--- src/rtl/multi_edge_detector.sv ---
// Per-channel synchronizer -> debounce -> edge detector with sticky W1C pending flags and an OR'd irq.
// Latency: SYNC_STAGES+DEBOUNCE clocks from input change to level/pulse; no backpressure, events are never stalled.
module multi_edge_detector #(
  parameter int N_CH        = 4,
  parameter int SYNC_STAGES = 2,
  parameter int DEBOUNCE    = 4
) (
  input  logic              clk,
  input  logic              rst_n,
  input  logic [N_CH-1:0]   signal_in,
  input  logic [2*N_CH-1:0] mode,
  input  logic [N_CH-1:0]   clr,
  output logic [N_CH-1:0]   level,
  output logic [N_CH-1:0]   pulse,
  output logic [N_CH-1:0]   pending,
  output logic              irq
);

  localparam int CW = $clog2(DEBOUNCE + 1);
  localparam logic [CW-1:0] CNT_LAST = CW'(DEBOUNCE - 1);

  logic [N_CH-1:0] sync_q [SYNC_STAGES];
  logic [N_CH-1:0] s;
  logic [CW-1:0]   cnt_q [N_CH];
  logic [CW-1:0]   cnt_d [N_CH];
  logic [N_CH-1:0] level_d;
  logic [N_CH-1:0] pulse_d;
  logic [N_CH-1:0] pending_d;

  // Plain flop chain; nothing may sit between stages.
  always_ff @(posedge clk or negedge rst_n) begin
    if (!rst_n) begin
      for (int k = 0; k < SYNC_STAGES; k++) sync_q[k] <= '0;
    end else begin
      sync_q[0] <= signal_in;
      for (int k = 1; k < SYNC_STAGES; k++) sync_q[k] <= sync_q[k-1];
    end
  end

  assign s = sync_q[SYNC_STAGES-1];

  // A count of DEBOUNCE consecutive disagreeing samples moves the level;
  // any agreeing sample restarts the count.
  always_comb begin
    level_d = level;
    pulse_d = '0;
    for (int i = 0; i < N_CH; i++) begin
      cnt_d[i] = '0;
      if (s[i] != level[i]) begin
        if (cnt_q[i] == CNT_LAST) begin
          level_d[i] = s[i];
          pulse_d[i] = s[i] ? mode[2*i] : mode[2*i+1];
        end else begin
          cnt_d[i] = cnt_q[i] + 1'b1;
        end
      end
    end
    pending_d = (pending & ~clr) | pulse_d;
  end

  always_ff @(posedge clk or negedge rst_n) begin
    if (!rst_n) begin
      level   <= '0;
      pulse   <= '0;
      pending <= '0;
      for (int i = 0; i < N_CH; i++) cnt_q[i] <= '0;
    end else begin
      level   <= level_d;
      pulse   <= pulse_d;
      pending <= pending_d;
      for (int i = 0; i < N_CH; i++) cnt_q[i] <= cnt_d[i];
    end
  end

  assign irq = |pending;

endmodule

--- config.mk ---
export PLATFORM = sky130hd
export DESIGN_NAME = multi_edge_detector
export DESIGN_NICKNAME = d
export VERILOG_FILES = /design/src/rtl/multi_edge_detector.sv
export SDC_FILE = /design/constraint.sdc
export NUM_CORES = 1
export LEC_CHECK = 0
export BUFFER_PORTS_ARGS = -buffer_cell sky130_fd_sc_hd__buf_2
export CAP_MARGIN = 15
export CORE_UTILIZATION = 45
export DETAILED_ROUTE_END_ITERATION = 10
export PLACE_DENSITY_LB_ADDON = 0.08
export SETUP_SLACK_MARGIN = 0.4
export SKIP_CTS_REPAIR_TIMING = 1
export SLEW_MARGIN = 30
export SYNTH_ARGS = -nofsm -noshare
export SYNTH_HDL_FRONTEND = slang
export SYNTH_SLANG_ARGS = --single-unit
--- constraint.sdc ---
create_clock -name clk -period 1.1 [get_ports clk]
set_input_delay 0.11 -clock clk [delete_from_list [all_inputs] [get_ports clk]]
set_output_delay 0.11 -clock clk [all_outputs]
set_load 0.01 [all_outputs]
# Yosys cells after proc, flatten, opt, wreduce, memory -nomap -nowiden
# Index checks and enable logic that the tools add are counted.
[totals]
regBits = 32
input_bits = 18
elab_cells = 52
[op_classes]
addsub = 4
n_eq_ne = 8
n_mux = 20
n_bitwise = 3
reduce_logical = 5
[op_table]
columns = ["operator", "n"]
rows = [
  ["$mux 3", 8],
  ["$add 3x1->3 const B", 4],
  ["$eq 3x2->1 const B", 4],
  ["$mux 1", 12],
  ["$reduce_and 2->1", 4],
  ["$and 4x4->4", 1],
  ["$ne 1x1->1", 4],
  ["$not 4->4", 1],
  ["$or 4x4->4", 1],
  ["$reduce_or 4->1", 1],
]

# Longest topological paths before layout
[logic_depth]
ltp_word = 4
mapped_depth = 3
ltp_nobuf = 3

# Worst setup path before layout
# Ideal clock, no wire load.
[synth_timing]
kind = "reg-to-reg"
startpoint = "register cnt_q[9] in the netlist's numbering"
endpoint = "register level[0]"
arrival_time_ns = 0.976
t_required_ns = 0.975
slack_ns = 0.000
stages_incl_launch_ff = 4
n_path_buf = 0
synth_period_minus_slack_ns = 1.100
cell_sequence = "dfrtp_1 -> ha_1 -> nor2b_4 -> mux2_2"
[synth_via]
elab_chain_cells = 2
[synth_lines]
columns = ["item", "line_no", "source"]
rows = [
  ["from (decl)", "24", "logic [CW-1:0] cnt_q [N_CH];"],
  ["$eq 3x2->1", "50", "if (cnt_q[i] == CNT_LAST) begin"],
  ["$reduce_and 2->1 (no source line)", "-", ""],
  ["to (signal assigned)", "68", "level <= level_d;"],
  ["to (decl)", "13", "output logic [N_CH-1:0] level,"],
]
# Every way passes these cells.
# A chain may end at the register's enable or synchronous reset.

# Worst setup path in the final report
[layout_timing]
startpoint = "register pending[2]"
endpoint = "output irq"
[layout_via]
elab_chain_cells = 1
[layout_lines]
columns = ["item", "line_no", "source"]
rows = [
  ["from (decl)", "15", "output logic [N_CH-1:0] pending,"],
  ["from (signal assigned)", "70", "pending <= pending_d;"],
  ["$reduce_or 4->1", "75", "assign irq = |pending;"],
  ["to (decl)", "16", "output logic irq"],
]
# Every way passes these cells.

==> results by group <==
Setup path
  – Worst R2R End: level[2]
  – Worst setup SP type: flip-flop
  – Arr. time, crit path: between 1 and 1.5 ns
  – Crit Path Class: flip-flop to output port
  – CP Max Fanout: 2
  – Critical Path Sink Type: output port
  – Reg2Reg Setup Slack: -0.10 ns
  – Reg-to-Reg Start: cnt_q[3]
  – Reg2reg path depth: 3
  – Required time of the critical path: about 0.99 ns

Global route
  – Tot GR Track Use: 0.1733
  – First-pass GRT wire length: 3381 um
  – Antenna violations before repair: 0
  – Vias in the first global route: 781
  – Total grt overflow: 0
  – Largest net degree at the start of global routing: 33

Die
  – Rows: 18
  – Starting Density: 0.4816
  – Die height: 53.96 um
  – Die width: between 50 and 60 um
  – Core area: ~2500 sq um
  – Die ar.: around 2900 sq um
  – # IOs: 31

STA
  – Final setup skew: 0.006219 ns
  – Tcrit/Tclk final: 1.340
  – FMAX: 678.4 MHz
  – Final setup viols: 13
  – Setup TNS: -1.007 ns
  – Relative slew slack: 0.7389
  – Final Hold Viols: 32
  – Minimum clock period: 1.474 ns
  – WHS: -0.2100 ns
  – RSZ-0062 raised after global routing: yes
  – Slew @ Worst Pin: 0.3917 ns
  – Final Max Tran Viols: 0
  – Setup WS post-layout: -0.3741 ns

Outcome
  – Failing checks: hold timing, setup timing
  – Status: finished, violations left

Flow run
  – Max-cap violations: 0

CTS
  – Clock Path Buffers: 2
  – Clock transition at path regs: 0.10 ns
  – H-tree levels: 2
  – CTS tree: built
  – Skew-Pair Late Insertion Delay: between 0.3 and 0.4 ns
  – Root Buffer: clkbuf_4
  – CTS Buf Count: 5
  – CTS sink count: 32

Routing
  – Routed wire per std cell: 13.74 um
  – Post-DRT Antenna Nets: 0
  – Drt first pass iters: 2
  – Detailed Route WL: 2418 um
  – Vias per cell: 4.915
  – Vias after detailed routing: approximately 870
  – DRC: 0
  – DR iter-0 viols: 6

Placement
  – Dpl hpwl: 1444 um
  – Setup Slack @ Placement: -0.04718 ns
  – Post-Place Cell Area: 1544 sq um
  – PortBufs: 30
  – Routability cong.: 0.7643

Yosys
  – Mean area per synthesized cell: 14.29 sq um
  – Synth top area share: 0.6591
  – Seq/Total Area, Yosys: 0.6591
  – Post-synthesis register bit count: 32
  – Cell area after synthesis: 1215 sq um
  – Syn_nets: 107
  – Top cells by area, synth: dfrtp_1 (66%), nor3b_1 (4.9%), nor2b_4 (4.5%)
  – Syn Inst Count: 85
  – Area leader, netlist: dfrtp_1
  – Library cells used by synthesis: 15
  – Synth warn: 0

Power and ir drop
  – Cell Pwr Density: slightly above 2000 nW/um^2
  – Leakage: 0.9495 nW
  – Maximum VDD drop: between 1.5 and 2 mV
  – Pwr Total: 4.014 mW

Finish
  – Area grow syn2layout: 61.17%
  – Final Cell Area: 1958 sq um
  – Ant. Diodes: 0
  – Fin nets: 167
  – Share of cells above drive strength 1: 0.6644

Hold path
  – HP Class: primary input to async pin
==> cells by family after synthesis <==
kind of cell | count (synthesis) | share of synthesized area
AO/OA/AOI/OAI | 8 | 0.04635
XOR/XNOR | 4 | 0.02883
adder cells (fa/ha/maj) | 4 | 0.04120
buffers and inverters | 4 | 0.01235
flip-flops | 32 | 0.6591
multiplexers | 4 | 0.03707
AND/OR/NAND/NOR | 29 | 0.1751
==> sequential cells by signal (all words and copies together) (netlist names) <==
register,flops
sync_q,4
pending,4
s,4
cnt_q,12
level,4
pulse,4
==> metrics by stage <==
step / std cells / utilization
3_3_place_gp: 156 / 0.6121
6_report: 176 / 0.7763
5_1_grt: 176 / 0.7763
2_1_floorplan: 85 / -
4_1_cts: 164 / 0.6364
3_5_place_dp: 156 / 0.6121
==> area by class of cell <==
class,instances,area [sq um]
fill,162,564.3
multi-input combinational,49,590.6
inverter,4,15.01
clock inverter,2,10.01
timing repair buffer,53,444.2
tap,30,37.54
clock buffer,6,51.30
sequential,32,809.5
==> cells in the final DEF, fill, tap and decap left out <==
cell type,n
dfrtp_1,25
buf_6,23
buf_2,20
nor3b_2,8
dfrtp_2,7
buf_4,6
clkbuf_4,5
nor2b_4,4
nand2_1,4
nand3b_1,4
inv_1,4
xnor2_4,4
mux2_4,4
ha_2,4
dlygate4sd3_1,4
o21ai_1,3
and2_4,3
a22o_1,3
nor3_2,2
nor3_4,2
clkinv_2,2
a22o_4,1
and2_1,1
o21ai_0,1
or4_4,1
clkbuf_8,1
==> Yosys cell counts <==
cell type and instances:
inv_1 4, nand3b_1 4, and2_1 4, nand2_1 4, dfrtp_1 32, xnor2_1 4, a22o_2 1, or4_1 1
ha_1 4, nor3b_1 8, nor2b_4 4, o21ai_0 4, a22o_1 3, mux2_2 4, nor3_1 4
==> layer usage <==
metal / part of all wire / vias up / track usage / wire (um)
li1: - / 412 / - / -
met1: 0.41 / 425 / 0.2070 / 988
met2: 0.54 / 24 / 0.2757 / 1307
met3: 0.041 / 4 / 0.08192 / 98
met4: 0.0095 / 0 / 0.05263 / 23
met5: 0 / - / 0 / 0
==> how the worst max path moves through the flow <==
stage,slack [ns],end,startpoint,cells past startpoint
floorplan,0.02,level[0],cnt_q[9],3
global route,-0.42,irq,pending[2],2
CTS,-0.39,irq,pending[2],2
global placement,-0.02,irq,pending[2],2
finish,-0.37,irq,pending[2],2
detailed placement,-0.05,level[0],cnt_q[9],3
==> report_power, final <==
part | switching, mW | internal [mW] | leakage [nW]
logic | 0.566 | 1.04 | 0.507
clock network | 0.390 | 0.304 | 0.0380
registers | 0.293 | 1.42 | 0.404
==> worst max-delay path: stages, from the launching register on <==
cell     delay [ns]
dfrtp_1        0.39
or4_4          0.53
buf_6          0.13
Power figures use the tool's default switching activity.
